[src/rtl/axil_cmd_queue.sv]
// axil_cmd_queue: in-order command FIFO feeding the user port of an AXI-Lite master.
// Each queued command is launched as a one-cycle write (valid) or read (read_valid)
// start pulse, then the queue waits for the master's ready before launching the next.
// Optional feature: define AXIL_CMD_QUEUE_TIMEOUT_EN to enable a watchdog on the WAIT
// state. When it fires, the stuck command is dropped and the sticky timeout_err is set.
module axil_cmd_queue #(
    parameter int unsigned DEPTH       = 4,
    parameter int unsigned TIMEOUT_CYC = 256
) (
    input  logic                   ACLK,
    input  logic                   ARESET,
    input  logic                   cmd_valid,
    output logic                   cmd_ready,
    input  logic                   cmd_write,
    input  logic [31:0]            cmd_addr,
    input  logic [31:0]            cmd_data,
    input  logic [3:0]             cmd_strb,
    output logic                   valid,
    output logic                   read_valid,
    output logic [31:0]            aw_addr,
    output logic [31:0]            w_data,
    output logic [3:0]             w_strb,
    output logic [31:0]            ar_addr,
    input  logic                   ready,
    output logic                   busy,
    output logic [$clog2(DEPTH):0] q_count,
    output logic                   timeout_err
);

    localparam int unsigned PTR_W = $clog2(DEPTH);
    localparam int unsigned CNT_W = PTR_W + 1;

    // Stored command payload.
    typedef struct packed {
        logic        write;
        logic [31:0] addr;
        logic [31:0] data;
        logic [3:0]  strb;
    } cmd_t;

    typedef enum logic [1:0] {
        ST_IDLE  = 2'd0,
        ST_ISSUE = 2'd1,
        ST_WAIT  = 2'd2
    } state_t;

    // Elaboration-time parameter checks.
    if (DEPTH < 2 || (DEPTH & (DEPTH - 1)) != 0) begin : g_bad_depth
        $error("axil_cmd_queue: DEPTH must be a power of two and at least 2");
    end
    if (TIMEOUT_CYC < 1) begin : g_bad_timeout
        $error("axil_cmd_queue: TIMEOUT_CYC must be at least 1");
    end

    // FIFO storage and bookkeeping.
    cmd_t             mem_q [DEPTH];
    logic [PTR_W-1:0] wr_ptr_q, wr_ptr_d;
    logic [PTR_W-1:0] rd_ptr_q, rd_ptr_d;
    logic [CNT_W-1:0] count_q,  count_d;

    cmd_t             cmd_in_c;
    cmd_t             head_c;
    logic             push_c;
    logic             pop_c;
    logic             cmd_ready_c;

    // Controller state and registered user-port outputs.
    state_t           state_q;
    logic             valid_q;
    logic             read_valid_q;
    logic [31:0]      aw_addr_q;
    logic [31:0]      w_data_q;
    logic [3:0]       w_strb_q;
    logic [31:0]      ar_addr_q;

`ifdef AXIL_CMD_QUEUE_TIMEOUT_EN
    localparam int unsigned WD_W = (TIMEOUT_CYC > 1) ? $clog2(TIMEOUT_CYC) : 1;
    logic [WD_W-1:0]  wd_cnt_q;
    logic             timeout_err_q;
`endif

    // Pack the producer's command into the storage format.
    always_comb begin
        cmd_in_c       = '0;
        cmd_in_c.write = cmd_write;
        cmd_in_c.addr  = cmd_addr;
        cmd_in_c.data  = cmd_data;
        cmd_in_c.strb  = cmd_strb;
    end

    // Accept only from registered occupancy; a full queue never takes a same-cycle bypass.
    assign cmd_ready_c = (count_q < CNT_W'(DEPTH));
    assign push_c      = cmd_valid & cmd_ready_c;
    assign head_c      = mem_q[rd_ptr_q];
    assign pop_c       = (state_q == ST_IDLE) && (count_q != '0);

    // Next pointer / occupancy values; pointers wrap naturally as DEPTH is a power of two.
    always_comb begin
        wr_ptr_d = wr_ptr_q;
        rd_ptr_d = rd_ptr_q;
        count_d  = count_q;
        if (push_c) begin
            wr_ptr_d = wr_ptr_q + PTR_W'(1);
        end
        if (pop_c) begin
            rd_ptr_d = rd_ptr_q + PTR_W'(1);
        end
        case ({push_c, pop_c})
            2'b10:   count_d = count_q + CNT_W'(1);
            2'b01:   count_d = count_q - CNT_W'(1);
            default: count_d = count_q;
        endcase
    end

    // FIFO pointer and occupancy registers.
    always_ff @(posedge ACLK) begin
        if (ARESET) begin
            wr_ptr_q <= '0;
            rd_ptr_q <= '0;
            count_q  <= '0;
        end else begin
            wr_ptr_q <= wr_ptr_d;
            rd_ptr_q <= rd_ptr_d;
            count_q  <= count_d;
        end
    end

    // FIFO payload write; contents are don't-care until pushed, so no reset.
    always_ff @(posedge ACLK) begin
        if (push_c) begin
            mem_q[wr_ptr_q] <= cmd_in_c;
        end
    end

    // Issue controller: IDLE pops and loads the port fields, ISSUE pulses for one cycle,
    // WAIT holds until ready (or the watchdog expires when enabled).
    always_ff @(posedge ACLK) begin
        if (ARESET) begin
            state_q       <= ST_IDLE;
            valid_q       <= 1'b0;
            read_valid_q  <= 1'b0;
            aw_addr_q     <= '0;
            w_data_q      <= '0;
            w_strb_q      <= '0;
            ar_addr_q     <= '0;
`ifdef AXIL_CMD_QUEUE_TIMEOUT_EN
            wd_cnt_q      <= '0;
            timeout_err_q <= 1'b0;
`endif
        end else begin
            valid_q      <= 1'b0;
            read_valid_q <= 1'b0;
            case (state_q)
                ST_IDLE: begin
                    if (pop_c) begin
                        state_q <= ST_ISSUE;
                        if (head_c.write) begin
                            valid_q   <= 1'b1;
                            aw_addr_q <= head_c.addr;
                            w_data_q  <= head_c.data;
                            w_strb_q  <= head_c.strb;
                        end else begin
                            read_valid_q <= 1'b1;
                            ar_addr_q    <= head_c.addr;
                        end
                    end
                end
                ST_ISSUE: begin
                    // A completion already visible during the pulse cycle is honoured.
                    state_q <= ready ? ST_IDLE : ST_WAIT;
`ifdef AXIL_CMD_QUEUE_TIMEOUT_EN
                    wd_cnt_q <= '0;
`endif
                end
                ST_WAIT: begin
                    if (ready) begin
                        state_q <= ST_IDLE;
`ifdef AXIL_CMD_QUEUE_TIMEOUT_EN
                    end else if (wd_cnt_q == WD_W'(TIMEOUT_CYC - 1)) begin
                        // Give up on the stuck transaction and flag it until reset.
                        state_q       <= ST_IDLE;
                        timeout_err_q <= 1'b1;
                    end else begin
                        wd_cnt_q <= wd_cnt_q + WD_W'(1);
`endif
                    end
                end
                default: begin
                    state_q <= ST_IDLE;
                end
            endcase
        end
    end

    // Output drive.
    assign cmd_ready  = cmd_ready_c;
    assign valid      = valid_q;
    assign read_valid = read_valid_q;
    assign aw_addr    = aw_addr_q;
    assign w_data     = w_data_q;
    assign w_strb     = w_strb_q;
    assign ar_addr    = ar_addr_q;
    assign busy       = (state_q != ST_IDLE) || (count_q != '0);
    assign q_count    = count_q;
`ifdef AXIL_CMD_QUEUE_TIMEOUT_EN
    assign timeout_err = timeout_err_q;
`else
    assign timeout_err = 1'b0;
`endif

`ifndef SYNTHESIS
    // Simulation sanity: the two start pulses are exclusive and occupancy never overflows.
    always_ff @(posedge ACLK) begin
        if (!ARESET) begin
            assert (!(valid_q && read_valid_q))
                else $error("axil_cmd_queue: write and read start pulses asserted together");
            assert (count_q <= CNT_W'(DEPTH))
                else $error("axil_cmd_queue: occupancy exceeds DEPTH");
        end
    end
`endif

endmodule
[config.mk]
export PLATFORM = sky130hd
export DESIGN_NAME = axil_cmd_queue
export DESIGN_NICKNAME = d
export VERILOG_FILES = /design/src/rtl/axil_cmd_queue.sv
export SDC_FILE = /design/constraint.sdc
export NUM_CORES = 1
export LEC_CHECK = 0
export ABC_AREA = 0
export CAP_MARGIN = 20
export CORE_ASPECT_RATIO = 0.6
export CORE_MARGIN = 10
export CORE_UTILIZATION = 44
export DETAILED_ROUTE_END_ITERATION = 6
export PLACE_DENSITY = 0.68
export RECOVER_POWER = 100
export REMOVE_ABC_BUFFERS = 1
export SKIP_CTS_REPAIR_TIMING = 1
export SYNTH_ARGS = -nofsm -noshare
export SYNTH_HDL_FRONTEND = slang
export SYNTH_SLANG_ARGS = --single-unit
[constraint.sdc]
create_clock -name ACLK -period 3.3 [get_ports ACLK]
set_clock_uncertainty 0.2 [all_clocks]
set_input_delay 0.825 -clock ACLK [delete_from_list [all_inputs] [get_ports ACLK]]
set_output_delay 0.825 -clock ACLK [all_outputs]
set_load 0.02 [all_outputs]
Word-level counts from Yosys, hierarchy flattened
Memory sizes are Yosys's and may differ from the RTL's. A register that Yosys moved wholly into a read port is not among the register bits.
Index checks and enable logic that the tools add are counted.
Widths: inputs -> output; s select.
{ "word_totals": {"ram_bits": 276, "memories": 1, "in_bits": 73, "regBits": 111} }
{ "mem_list": {"columns": ["memory", "words", "word_bits", "read_ports", "rd_ports_with_merged_regs", "wr", "line", "rtl"], "rows": [
  ["mem_q", 4, 69, 1, 1, 1, "56", "cmd_t mem_q [DEPTH];"]
]} }
{ "classes": {"bitwise_logic": 4, "add_sub_neg": 4, "order_cmp": 1, "n_mux": 11, "reduce_logical": 10, "eq_ne": 6} }
{ "ops": {"columns": ["cell", "count"], "rows": [
  ["$mux 2", 5],
  ["$pmux 2 s3", 1],
  ["$pmux 3 s2", 1],
  ["$reduce_and 3->1", 2],
  ["$add 2x1->2 const B", 2],
  ["$eq 2x1->1 const B", 2],
  ["$eq 2x2->1 const B", 2],
  ["$mux 1", 4],
  ["$ne 2x2->1 const B", 2],
  ["$reduce_bool 2->1", 2],
  ["$add 3x1->3 const B", 1],
  ["$lt 3x3->1 const B", 1],
  ["$not 1->1", 3],
  ["$reduce_bool 3->1", 1],
  ["$reduce_or 3->1", 1],
  ["$sub 3x1->3 const B", 1],
  ["$logic_not 2->1", 1],
  ["$reduce_and 2->1", 1],
  ["$and 1x1->1", 1],
  ["$logic_and 1x1->1", 1],
  ["$logic_or 1x1->1", 1]
]} }

Longest topological paths before layout
{ "logic_depth": {"ltp_word": 4, "depth_mapped": 9} }

Least setup slack after synthesis
OpenSTA, ideal clock, no wires.
{ "synth_timing": {"kind": "input to register", "from": "input port cmd_valid", "to": "memory mem_q[1][0] in the netlist's numbering (enable)", "path_buffers": 1, "setup_ns": 0.435, "path_stages": 3, "path_slack_ns": -0.155, "arrival_time_ns": 2.821, "required_time_ns": 2.665, "path_cell_list": "nor2b_1 -> clkbuf_1 -> and2_1"} }
{ "synth_between": {"elab_chain_cells": 3} }
{ "synth_lines": {"columns": ["item", "line", "rtl"], "rows": [
  ["from (decl)", "12", "input logic cmd_valid,"],
  ["$and 1x1->1", "93", "assign push_c = cmd_valid & cmd_ready_c;"],
  ["$mux 1", "130", "if (push_c) begin"],
  ["$mux 1 (implied by the code)", "131", "mem_q[wr_ptr_q] <= cmd_in_c;"],
  ["to (decl)", "56", null]
]} }
Every way passes these cells.

Final worst setup path
{ "layout_timing": {"from": "input port cmd_valid", "to": "memory mem_q[1][29] in the netlist's numbering (enable)"} }
Same word-level chain as after synthesis.

==> results.md <==
- # setup viols final: 0
- Initial Utilization: 0.4501
- WL final: 29930 µm
- Number of max-cap violations: 1
- Routing usage on met3: 0.03822
- Synth area leaders: edfxtp_1 56%, dfxtp_1 15%, mux4_2 11%
- Hold Vio Cnt, Final: 0
- Synth top cells by count: 276 x edfxtp_1, 168 x nand2b_1, 113 x dfxtp_1
- H-tree depth: 2
- CTS root buffer: clkbuf_16
- Crit path max fanout: 26
- Die Height: between 150 and 200 µm
- Failing checks: max-capacitance violations, max-slew violations
- Hold Crit Class: register to register
- TritonCTS clock tree: built
- Syn-to-layout area delta: 23.80%
- CP arrival: roughly 3.0 ns
- Grt met1 use: 0.1819
- Required time worst endpoint: 3.31 ns
- Synth area leader: edfxtp_1
- Syn Area/Cell: 17.77 µm²
- Vias in the first global route: 7944
- Placed cells: approximately 1400
- Status: finished, violations left
- Fill cells: around 2600
- Critical path class: input port to register
- Remaining antenna violation count: 0
- HPWL Detailed: ~19000 µm
- Final Cycle Share: 0.9175
- Vias: 7405
- Peak Freq: between 300 and 400 MHz
- Cells after synthesis: ~830
- Synthesized cell area: roughly 15000 µm²
- Most frequent cell after synthesis: edfxtp_1
- Max transition margin: -0.1547
- Peak supply drop: about 0.37 mV
- CP Launch Type: input port
- Syn. warnings: 0
- Primary FF master, synth: edfxtp_1
- Maximum clock path buffer count: 3
- Total Routing Usage GR: 0.1429
- Clk slew on worst S/H paths: around 0.060 ns
- Drt pass-1 iters: 4
- Routability Congestion: between 0.7 and 0.8
- Die Wd: 256.2 µm
- CTS Buf Count: 36
- Final Max Tran Viols: 181
- Row count: 51
- Drt via density: 4.943
- Layout Cells excl Fill: approximately 1500
- Busiest layer in global routing: met2
- RSZ-0062 raised after global routing: no
- Initial antenna violation count: 8
- Tot Pwr: roughly 15 mW
- Power density cells: 811.9 nW/µm²
- Worst-Skew Late Latency: around 0.52 ns
- Post-synth EDFFs: roughly 280
- Core ar.: roughly 33000 µm²
- Grt total ovfl: 0
- Slew @ Worst Pin: roughly 1.7 ns
- Final WS setup: 0.2722 ns
- Yosys top cell area share: 0.5625
- DIE AREA: 41440 µm²
- Pre-CTS setup slack: ~0.38 ns
- Pleak: between 6 and 7 nW
- IO Count: roughly 180
- Final min period: 3.028 ns
- #FFs+latches synth: 389
- FFs w/ async S/R, synth: 0
- Drt drc: 0
- Sequential cell area fraction in the yosys report: 0.7161
- WL/cell: between 15 and 20 µm
- Post-synthesis cell type count: 28
- Met2 global-route usage: 0.2388
- Fin Setup TNS: 0 ns
- First-pass GRT wire length: about 47000 µm
- PortBufs: 179
- Clock sink count: approximately 390
- DR iter-0 viols: around 420
- Pin count of the biggest net entering global routing: 181
- Layout cells sized above 1: 0.1409
- Final nets: 1094
- CP Capture Type: register
## cell families after synthesis
| kind of cell | count (synthesis) | share of synthesized area |
|---|---|---|
| AND/OR/NAND/NOR | 193 | 0.08017 |
| flip-flops | 389 | 0.7161 |
| AO/OA/AOI/OAI | 8 | 0.002887 |
| buffers and inverters | 58 | 0.01851 |
| other | 1 | 0.0002545 |
| multiplexers | 170 | 0.1741 |
| XOR/XNOR | 4 | 0.002378 |
| adder cells (fa/ha/maj) | 6 | 0.005605 |
## sequential cells by signal, indices dropped and copies added (netlist names), named ones only
| name | cells |
|---|---|
| aw_addr | 32 |
| w_strb | 4 |
| state_q | 2 |
| q_count | 3 |
| ar_addr | 32 |
| wr_ptr_q | 2 |
| valid | 1 |
| mem_q | 276 |
| rd_ptr_q | 2 |
| read_valid | 1 |
| w_data | 32 |
## through the flow
stage | hold WS [ns] | util | instance area, µm²
finish | 0.2705 | 0.5572 | 18240
global route | 0.2893 | 0.5569 | 18230
floorplan | 0.2455 | - | 14490
detailed placement | 0.2665 | 0.5239 | 17150
CTS | 0.2778 | 0.5593 | 18310
global placement | 0.2611 | 0.5239 | 17150
## routing by layer
| layer | part of all wire | wire length, µm |
|---|---|---|
| met5 | 0 | 0 |
| met4 | 0.021 | 615 |
| met3 | 0.058 | 1723 |
| met2 | 0.48 | 14340 |
| met1 | 0.44 | 13250 |
## worst max-delay path: stages
cell	delay, ns
dlygate4sd3_1	0.53
nor2b_1	0.16
clkbuf_1	0.28
and2_1	0.93
buf_12	0.30
## placed cells by master (no fill, tap or decap), drive strengths merged
| master | n |
|---|---|
| edfxtp | 276 |
| dlygate4sd3 | 176 |
| nand2b | 168 |
| dfxtp | 113 |
| mux2i | 101 |
| mux4 | 69 |
| clkbuf | 57 |
| clkinv | 12 |
| buf | 12 |
| inv | 11 |
| nor2 | 7 |
| diode | 5 |
| a21oi | 5 |
| ha | 5 |
| and2 | 4 |
| nor3 | 3 |
| or3 | 3 |
| nand2 | 2 |
| o21ai | 2 |
| xor2 | 2 |
| xnor2 | 2 |
| clkdlybuf4s50 | 2 |
| nand3 | 2 |
| nor2b | 1 |
| or2 | 1 |
| o31ai | 1 |
| or4 | 1 |
| nor3b | 1 |
| fa | 1 |
| conb | 1 |
| bufinv | 1 |
| clkinvlp | 1 |
## worst paths after layout
check	start	endpoint	slack (ns)	depth (start not counted)
setup / recovery	cmd_valid	mem_q[1][29]$_DFFE_PP_	0.27	5
hold / removal	aw_addr[9]$_SDFFE_PP0P_	aw_addr[9]$_SDFFE_PP0P_	0.27	2
setup reg to reg	q_count[2]$_SDFFE_PP0P_	mem_q[1][29]$_DFFE_PP_	0.75	4
hold reg to reg	aw_addr[9]$_SDFFE_PP0P_	aw_addr[9]$_SDFFE_PP0P_	0.27	2
## cell type report
type,count,area (µm²),share of cell area
Clock inverter,16,102.6,0.005625
Sequential cell,389,10560,0.5789
Inverter,9,33.78,0.001852
Antenna cell,5,12.51,0.0006860
Clock buffer,50,1055,0.05783
Tap cell,450,563.0,0.03087
Multi-Input combinational cell,382,3929,0.2154
Timing Repair Buffer,197,1986,0.1089
## report_power, final
| group | internal [mW] | switching, mW | leakage, nW |
|---|---|---|---|
| combinational | 2.03 | 2.28 | 2.79 |
| sequential | 6.13 | 0.322 | 3.45 |
| clock | 2.32 | 1.73 | 0.571 |
Note: power is estimated with default switching activity, not from simulation.
